### config.mk
export PLATFORM = sky130hd
export DESIGN_NAME = key_conditioner
export DESIGN_NICKNAME = d
export VERILOG_FILES = /design/src/rtl/key_conditioner.sv
export SDC_FILE = /design/constraint.sdc
export NUM_CORES = 1
export LEC_CHECK = 0
export CORE_UTILIZATION = 53
export CTS_CLUSTER_DIAMETER = 150
export DETAILED_ROUTE_END_ITERATION = 10
export GPL_ROUTABILITY_DRIVEN = 0
export PLACE_DENSITY = 0.72
export SLEW_MARGIN = 40
export SYNTH_ARGS = -nofsm -noshare
export SYNTH_HDL_FRONTEND = slang
export SYNTH_SLANG_ARGS = --single-unit
### constraint.sdc
create_clock -name clk -period 2.4 [get_ports clk]
set_input_delay 0.48 -clock clk [delete_from_list [all_inputs] [get_ports clk]]
set_output_delay 0.48 -clock clk [all_outputs]
set_load 0.02 [all_outputs]
### src/rtl/key_conditioner.sv
// Pushbutton conditioner for the tug-of-war game: turns each raw, bouncy, active-low key
// into exactly one single-cycle move pulse per press, with auto-repeat lockout.

module key_conditioner_channel #(
    parameter int SYNC_STAGES     = 2,
    parameter int DEBOUNCE_CYCLES = 4,
    parameter int CNT_W           = 8
) (
    input  logic clk,
    input  logic reset,
    input  logic key_n,
    output logic pulse,
    output logic held
);

    typedef enum logic [2:0] {ARM, IDLE, PRESS_WAIT, HELD, REL_WAIT} state_t;

    localparam logic [CNT_W-1:0] CNT_DONE = CNT_W'(DEBOUNCE_CYCLES);

    logic [SYNC_STAGES-1:0] sync_q;
    logic                   s;
    state_t                 state_q, state_d;
    logic [CNT_W-1:0]       cnt_q, cnt_d, cnt_inc;
    logic                   reached;
    logic                   fire;

    // Synchroniser resets to "released" so a key held through reset reads as a fresh low.
    // NOTE: clocked state uses non-blocking assignments so every flop samples pre-edge values.
    always_ff @(posedge clk or negedge reset) begin
        if (!reset) sync_q <= '1;
        else        sync_q <= {sync_q[SYNC_STAGES-2:0], key_n};
    end

    assign s       = sync_q[SYNC_STAGES-1];
    assign cnt_inc = (cnt_q == CNT_DONE) ? cnt_q : cnt_q + 1'b1;
    assign reached = (cnt_inc == CNT_DONE);

    always_ff @(posedge clk or negedge reset) begin
        if (!reset) begin
            state_q <= ARM;
            cnt_q   <= '0;
            pulse   <= 1'b0;
            held    <= 1'b0;
        end else begin
            state_q <= state_d;
            cnt_q   <= cnt_d;
            pulse   <= fire;
            held    <= (state_q == HELD) || (state_q == REL_WAIT);
        end
    end

    // NOTE: every combinational output gets a default first, so no path can infer a latch.
    always_comb begin
        state_d = state_q;
        cnt_d   = cnt_q;
        fire    = 1'b0;
        unique case (state_q)
            ARM: begin
                // Must see a stable release before arming: no phantom press out of reset.
                if (!s) begin
                    cnt_d = '0;
                end else if (reached) begin
                    state_d = IDLE;
                    cnt_d   = '0;
                end else begin
                    cnt_d = cnt_inc;
                end
            end
            IDLE: begin
                if (!s) begin
                    state_d = PRESS_WAIT;
                    cnt_d   = CNT_W'(1);
                end
            end
            PRESS_WAIT: begin
                if (s) begin
                    state_d = IDLE;
                    cnt_d   = '0;
                end else if (reached) begin
                    state_d = HELD;
                    cnt_d   = '0;
                    fire    = 1'b1;
                end else begin
                    cnt_d = cnt_inc;
                end
            end
            HELD: begin
                if (s) begin
                    state_d = REL_WAIT;
                    cnt_d   = CNT_W'(1);
                end
            end
            REL_WAIT: begin
                // A bounce back low returns to HELD silently: still the same press.
                if (!s) begin
                    state_d = HELD;
                    cnt_d   = '0;
                end else if (reached) begin
                    state_d = IDLE;
                    cnt_d   = '0;
                end else begin
                    cnt_d = cnt_inc;
                end
            end
            default: begin
                state_d = ARM;
                cnt_d   = '0;
            end
        endcase
    end

endmodule

module key_conditioner #(
    parameter int SYNC_STAGES     = 2,
    parameter int DEBOUNCE_CYCLES = 4,
    parameter int CNT_W           = 8
) (
    input  logic clk,
    input  logic reset,
    input  logic key_l_n,
    input  logic key_r_n,
    input  logic enable,
    output logic L,
    output logic R,
    output logic l_held,
    output logic r_held
);

    logic pulse_l, pulse_r;

    key_conditioner_channel #(
        .SYNC_STAGES    (SYNC_STAGES),
        .DEBOUNCE_CYCLES(DEBOUNCE_CYCLES),
        .CNT_W          (CNT_W)
    ) u_left (
        .clk  (clk),
        .reset(reset),
        .key_n(key_l_n),
        .pulse(pulse_l),
        .held (l_held)
    );

    key_conditioner_channel #(
        .SYNC_STAGES    (SYNC_STAGES),
        .DEBOUNCE_CYCLES(DEBOUNCE_CYCLES),
        .CNT_W          (CNT_W)
    ) u_right (
        .clk  (clk),
        .reset(reset),
        .key_n(key_r_n),
        .pulse(pulse_r),
        .held (r_held)
    );

    // Enable only gates the outputs; a press completed while disabled is simply lost.
    assign L = pulse_l & enable;
    assign R = pulse_r & enable;

endmodule

Word level (Yosys, flattened, before mapping). Index checks and enable logic that the tools add are counted. Widths: inputs -> output; s select.

Flip-flop bits (word level): 30.

Multiplexer cells: 36. $add $sub $neg: 2. Reduce and logical (&&, ||, !) cells: 10. Bitwise logic cells: 2. Equal/unequal tests: 20.

Operators by type and width (number): $mux 8 (12); $pmux 8 s4 (2); $mux 3 (14); $eq 8x3->1 const B (4); $pmux 3 s5 (2); $add 8x1->8 const B (2); $eq 3x2->1 const B (4); $ne 2x1->1 const B (4); $reduce_and 4->1 (2); $eq 3x1->1 const B (2); $eq 3x3->1 const B (2); $logic_not 3->1 (2); $mux 1 (6); $ne 3x1->1 const B (2); $ne 2x2->1 const B (2); $reduce_and 2->1 (2); $reduce_or 2->1 (2); $and 1x1->1 (2); $logic_or 1x1->1 (2).

Longest topological paths before layout. Gate-level depths: netlist of the first run.

Word-level depth: 6. Mapped depth: 8.

Hierarchy. Synthesis of the first run repeated with hierarchy kept, for this count alone.

Cell total of the unflattened synthesis: 202. Area total of the unflattened synthesis: 1919.3 sq um.

Modules (own cells, without submodules): key_conditioner_channel (cells an instance 100, instances 2, area an instance 953.4 sq um); key_conditioner (cells an instance 2, instances 1, area an instance 12.5 sq um).

Worst setup path after synthesis of the first run. OpenSTA, ideal clock, no wires.

Path type: register to register. From: reg u_left.cnt_q[0]. To: reg u_left.state_q[0]. Arrival time: 1.824 ns. Cell stages (with the launch flop): 7. Buffers on the path: 0. Setup time: 0.096 ns. Slack: 0.481 ns. Cell sequence: dfrtp_1 -> inv_2 -> ha_1 -> or4b_4 -> o31ai_4 -> a221oi_2 -> a311oi_2.

Cells in the longest elaborated chain, start to end: 6.

RTL lines: from (decl) (RTL line 23) `logic [CNT_W-1:0] cnt_q, cnt_d, cnt_inc;`; from (signal assigned) (RTL line 46) `cnt_q <= cnt_d;`; $add 8x1->8 or $eq 8x3->1 (tied branches) (RTL line 35) `assign cnt_inc = (cnt_q == CNT_DONE) ? cnt_q : cnt_q + 1'b1;`; $mux 8 (*) (RTL line 35); $eq 8x3->1 (*) (RTL line 36) `assign reached = (cnt_inc == CNT_DONE);`; $mux 3; $mux 3 (on tied branches); $pmux 3 s5; to (signal assigned) (RTL line 45) `state_q <= state_d;`; to (decl) (RTL line 22) `state_t state_q, state_d;`.

Mark *: on every way between the ends. The rest lies on a longest branch, timed or not. The select of a mux whose other input is x is not followed. A chain may end at the register's enable or synchronous reset.

Final worst setup path of the first run.
From: in enable. To: out R.

Cells in the longest elaborated chain, start to end: 1.

RTL lines: from (decl) (RTL line 123) `input logic enable,`; $and 1x1->1 (RTL line 158) `assign R = pulse_r & enable;`; to (decl) (RTL line 125) `output logic R,`.

No other way between the ends.

==> results of run 1 <==
## where the power goes
group | switching (mW) | leakage, nW | total (mW) | internal (mW)
Sequential | 0.163 | 0.392 | 0.764 | 0.601
Combinational | 0.377 | 0.406 | 0.701 | 0.324
Clock | 0.190 | 0.0343 | 0.331 | 0.141
Total | 0.730 | 0.833 | 1.80 | 1.07
## registers in the layout (all words and copies together), names as in the netlist, 2 cells and up
name and cells:
u_right.cnt_q 8, u_right.state_q 3, u_left.sync_q 2, u_left.cnt_q 8, u_left.state_q 3, u_right.sync_q 2
## cell usage after synthesis (2+ instances only)
| master | count | area [um^2] |
|---|---|---|
| nor2b_1 | 6 | 37.5 |
| nor3b_1 | 2 | 15.0 |
| o21a_1 | 2 | 15.0 |
| a21oi_1 | 4 | 20.0 |
| a22o_1 | 2 | 17.5 |
| o221ai_1 | 3 | 26.3 |
| or2_1 | 2 | 12.5 |
| and2_1 | 6 | 37.5 |
| nand4_1 | 5 | 31.3 |
| mux2i_1 | 3 | 30.0 |
| dfstp_2 | 4 | 105 |
| ha_1 | 4 | 50.1 |
| dfrtp_1 | 26 | 651 |
| o31ai_1 | 7 | 52.6 |
| a2bb2oi_1 | 2 | 17.5 |
| inv_1 | 5 | 18.8 |
| nand2_1 | 16 | 60.1 |
| buf_2 | 4 | 20.0 |
| clkbuf_1 | 5 | 18.8 |
| nor3_1 | 4 | 20.0 |
| a31oi_1 | 2 | 12.5 |
| nand3_1 | 9 | 45.0 |
| xor2_1 | 2 | 17.5 |
| xnor2_1 | 5 | 43.8 |
| nand2b_1 | 5 | 31.3 |
| o21ai_1 | 13 | 65.1 |
| and3_1 | 3 | 18.8 |
| nor2_1 | 16 | 60.1 |
| a21o_1 | 3 | 22.5 |
## cell type report
class                      instances  area share [%]
inverter                           6            1.15
multi-input combinational        148            49.5
timing repair buffer              10            4.84
sequential                        30            38.5
clock buffer                       6            2.61
clock inverter                     2           0.637
tap                               44            2.80
## layout by cell type (no fill, tap or decap), types with 2 or more instances in the layout
cell	Yosys	final
xnor2_1	5	5
nor2b_1	6	6
inv_1	5	5
mux2i_1	3	3
nand2b_1	5	5
o31ai_1	7	7
dfstp_2	4	4
o21a_1	2	2
nand2_1	16	16
a31oi_1	2	2
buf_4	0	2
clkbuf_4	0	5
and2_1	6	6
dfrtp_1	26	26
nand3_1	9	9
xor2_1	2	2
a21oi_1	4	4
o21ai_1	13	13
nor3b_1	2	2
nand4_1	5	5
clkdlybuf4s50_1	0	8
o221ai_1	3	3
a2bb2oi_1	2	2
and3_1	3	3
nor2_1	16	16
a21o_1	3	3
a22o_1	2	2
ha_1	4	4
or2_1	2	2
nor3_1	4	4
## through the flow
stage	total power, mW	std cells	hold WS [ns]	instance area [um^2]
6_report	1.80	246	0.350	1960
3_3_place_gp	1.44	238	0.346	1900
3_5_place_dp	1.48	238	0.347	1900
4_1_cts	1.81	246	0.341	1960
5_1_grt	1.94	246	0.343	1960
2_1_floorplan	1.29	193	0.184	1790
## worst register-to-register path: cells and delay by family (launching register included)
family                   cells  cell delay [ns]
AO/OA/AOI/OAI                3             0.46
adder cells (fa/ha/maj)      1             0.16
buffers and inverters        1             0.13
flip-flops                   1             0.47
AND/OR/NAND/NOR              2             0.76
## final timing paths
check                                            start                            end  slack, ns  cells after the start
hold / removal              u_left.sync_q[0]$_DFF_PN1_     u_left.sync_q[1]$_DFF_PN1_       0.35                      0
min in group asynchronous                        reset    u_left.cnt_q[5]$_DFFE_PN0P_       0.52                      2
max in group asynchronous                        reset    u_right.sync_q[0]$_DFF_PN1_       1.56                      2
setup / recovery                                enable                              R       0.24                      3
hold reg to reg             u_left.sync_q[0]$_DFF_PN1_     u_left.sync_q[1]$_DFF_PN1_       0.35                      0
setup reg to reg           u_left.cnt_q[0]$_DFFE_PN0P_  u_left.state_q[0]$_DFFE_PN0P_       0.29                      7
## per-layer routing
layer	vias to the layer above	wire length [um]	GRT usage (%)
li1	726	-	-
met1	691	1580	28.4
met2	26	1620	35.2
met3	7	126	5.84
met4	0	64	10.3
met5	-	0	0
## cell families (layout without fill, tap and decap cells)
| kind of cell | Yosys count | count (layout) | synth area share, % |
|---|---|---|---|
| compound gates | 52 | 52 | 21.6 |
| simple gates | 82 | 82 | 24.8 |
| mux | 3 | 3 | 1.68 |
| xor+xnor | 7 | 7 | 3.43 |
| buf+inv | 15 | 24 | 3.43 |
| fa+ha+maj | 4 | 4 | 2.80 |
| flops | 30 | 30 | 42.2 |
==> results.cfg, run 1 <==
[finish]
multi_input_area_um2 = 972
nets = 210
regArea_um2 = 756
num-fill-cells = 255
final_util_pct = 62.8
drive_gt1_share_pct = 9.41
diodes = 0
synthToLayoutAreaGrowth_pct = 9.79

[drt]
drc = 0
totalWireLength_mm = 3.39
dr.pass1.iters = 4
avgRoutedWirePerCell_um = 13.8
ant_nets = 0
via_per_inst = 5.89
vias = 1450
drtIter0Drc = 83

[clock_network]
cts_root_buf = clkbuf_4
cts_sinks = 30
cts_tree = done
cts_resized = 0
cts.reportedPaths.clkPinSlew_ns = 0.11
h-tree-depth = 2
ctsHoldBuffers = 0
cts_buffers = 5
clock_latency_ns = 0.34
clock_path_buffers = 2
postCtsSetupBuffers = 0

[timing]
setup_violations = 0
grt_setup_unrepaired = false
slew_viol_final = 0
hold_viol = 0
min_period_ns = 2.16
worst_slack_ns = 0.242
worstMarginPinSlew_ns = 0.626
relSlewSlack_pct = 58.3
tns_ns = 0
min_period_over_period_pct = 89.9
fmax_mhz = 463
fin_skew_ns = 0.00909

[global_route]
grt_util_all_layers_pct = 22.3
gr-total-overflow = 0
grt_pass1_vias = 1311
grt_first_pass_wirelength_mm = 5.91
antenna_found_initial = 0
grt_max_degree = 31

[yosys]
ys_async_sr_fraction_pct = 100
syn_area_per_cell_um2 = 9.27
synth_flop_cell = dfrtp_1
synth_cell_types = 52
syn_area_um2 = 1790
ys_seq_elements = 30
synth_edf_count = 0
seq_area_frac_synth_pct = 42.2
syn_nets = 202
synthCells = 193
yosys_warnings = 0

[worst_setup_path]
crit_type = in -> out
critPathMaxFanout = 2
crit_chain = clkdlybuf4s50_1, and2_1, clkdlybuf4s50_1
cp-end-kind = primary output
critical_path_arrival_ns = 1.68
crit_slowest_cell = clkdlybuf4s50_1
crit_family = buffers and inverters
critPathLaunchType = input port
critical-path-max-stage-delay_ns = 0.61
cpMostUsedCell = clkdlybuf4s50_1
crit_required_ns = 1.92
worst-path-buf-inv = 2

[floorplanning]
start_util_pct = 57.2
boundaryPins = 9
die_area_um2 = 3610
core_area_um2 = 3130
die_h_um = 60.1
die_w_um = 60.1
fp-row-count = 20

[run_status]
status = completed

[placed_design]
port-buffer-count = 8
dp_slack_ns = 0.225
place_hpwl_mm = 2.42

[power_and_ir_drop]
peakVddDrop_mv = 0.511
powerDensity_nw_per_um2 = 915
p_leak_nw = 0.833

[run]
drv_cap = 0

[hold_path]
min_path_type = reg -> reg
Power figures use the tool's default switching activity.
==> run 2: changes to the inputs <==
- CORE_ASPECT_RATIO: unset -> 1.5
==> results.cfg, run 2 (same netlist as run 1, synthesis figures left out) <==
[worst_setup_path]
crit_type = in -> out
crit_family = buffers and inverters
crit_required_ns = 1.92
rrSetupSlack_ns = 0.30
critPathMaxFanout = 2
cp-end-kind = primary output
r2r-end = u_left.cnt_q[0]$_DFFE_PN0P_
crit_chain = clkdlybuf4s50_1, and2_1, clkdlybuf4s50_1
cpMostUsedCell = clkdlybuf4s50_1
critical_path_cell_count = 3
crit_slowest_cell = clkdlybuf4s50_1
worst-path-buf-inv = 2
critical_path_arrival_ns = 1.65
crit_end = L
critical-path-max-stage-delay_ns = 0.59
r2r_start = u_left.cnt_q[0]$_DFFE_PN0P_
worstSetupStartpoint = enable
worst-r2r-cell-count = 7
critPathLaunchType = input port

[global_route]
antenna_found_initial = 0
gr-total-overflow = 0
grt_max_degree = 31
grt_util_all_layers_pct = 23.0
grt_first_pass_wirelength_mm = 6.35
grt_pass1_vias = 1434

[timing]
relSlewSlack_pct = 59.2
min_period_over_period_pct = 88.9
hold_viol = 0
setup_violations = 0
min_period_ns = 2.13
tns_ns = 0
fin_skew_ns = 0.00491
slew_viol_final = 0
worstMarginPinSlew_ns = 0.612
grt_setup_unrepaired = false
fmax_mhz = 469

[drt]
avgRoutedWirePerCell_um = 15.1
routed.top_layer = met4
dr.pass1.iters = 4
wl_met1_mm = 1.43
vias = 1491
met3_length_um = 107
ant_nets = 0
totalWireLength_mm = 3.66
drtIter0Drc = 52
via_per_inst = 6.14
drc = 0
met2RoutedLength_mm = 2.04

[finish]
regArea_um2 = 756
multi_input_area_um2 = 972
final_common_cell = dfrtp_1
top_regs = u_left.cnt_q x8, u_right.cnt_q x8
num-fill-cells = 298
diodes = 0
layout_common_cells = dfrtp_1, nor2_1, nand2_1, o21ai_1, nand3_1
synthToLayoutAreaGrowth_pct = 11.5
drive_gt1_share_pct = 9.36
nets = 211

[power_and_ir_drop]
peakVddDrop_mv = 0.601
p_leak_nw = 0.851
powerDensity_nw_per_um2 = 944
power_mw = 1.88

[run_status]
status = completed

[hold_path]
min_from = u_left.sync_q[0]$_DFF_PN1_
min_path_type = reg -> reg

[clock_network]
cts.reportedPaths.clkPinSlew_ns = 0.06
cts_buffers = 5
cts_tree = done
h-tree-depth = 2
postCtsSetupBuffers = 0
cts_sinks = 30
ctsHoldBuffers = 0
cts_resized = 0
clock_path_buffers = 2
cts_root_buf = clkbuf_8
clock_latency_ns = 0.27

[placed_design]
port-buffer-count = 8
place_hpwl_mm = 2.64

[floorplanning]
die_w_um = 49.4
start_util_pct = 56.1
die_area_um2 = 3620
fp-row-count = 25
die_h_um = 73.2
core_area_um2 = 3190
boundaryPins = 9

[run]
drv_cap = 0
[run 2: cell count changes in the layout (fill, tap and decap cells not counted), sizes merged]
| cell | delta |
|---|---|
| clkinvlp | -1 |
| buf | +1 |
| clkbuf | +1 |
[run 2: layer usage]
layer	vias to the layer above	track usage [%]
met3	8	3.96
met4	0	12.1
met1	727	24.3
li1	721	-
met2	35	42.9
met5	-	0
[run 2: worst min path at each step]
stage                                        to  cells after the start  slack, ns
finish               u_left.sync_q[1]$_DFF_PN1_                      0       0.36
global route        u_right.sync_q[1]$_DFF_PN1_                      0       0.36
CTS                  u_left.sync_q[1]$_DFF_PN1_                      0       0.36
detailed placement  u_right.sync_q[1]$_DFF_PN1_                      0       0.35
global placement     u_left.sync_q[1]$_DFF_PN1_                      0       0.35
floorplan           u_left.cnt_q[0]$_DFFE_PN0P_                      0       0.18
[run 2: final cells by class]
cell class	instances	share of cell area (%)
Clock buffer	7	4.33
Clock inverter	1	0.251
Inverter	6	1.13
Multi-Input combinational cell	148	48.7
Sequential cell	30	37.9
Tap cell	40	2.51
Timing Repair Buffer	11	5.14
[run 2: metrics by stage]
step / worst slack, ns / instance area, um^2 / hold WS (ns) / cells / util, %
after floorplan: 0.481 / 1790 / 0.184 / 193 / -
after global placement: 0.275 / 1900 / 0.347 / 235 / 59.6
after detailed placement: 0.264 / 1900 / 0.347 / 235 / 59.6
after CTS: 0.259 / 1990 / 0.357 / 243 / 62.5
after global routing: 0.0492 / 1990 / 0.365 / 243 / 62.5
final: 0.267 / 1990 / 0.357 / 243 / 62.5
[run 2: power by group]
group	internal (mW)	switching, mW
logic	0.322	0.383
clock network	0.231	0.180
registers	0.603	0.163
[run 2: worst reg2reg max path, stage by stage, from the launching register on]
cell       delay, ns
dfrtp_1         0.45
inv_2           0.12
ha_1            0.14
nor4bb_1        0.41
and2_1          0.36
xnor2_1         0.18
a2bb2oi_1       0.19
o22ai_1         0.10
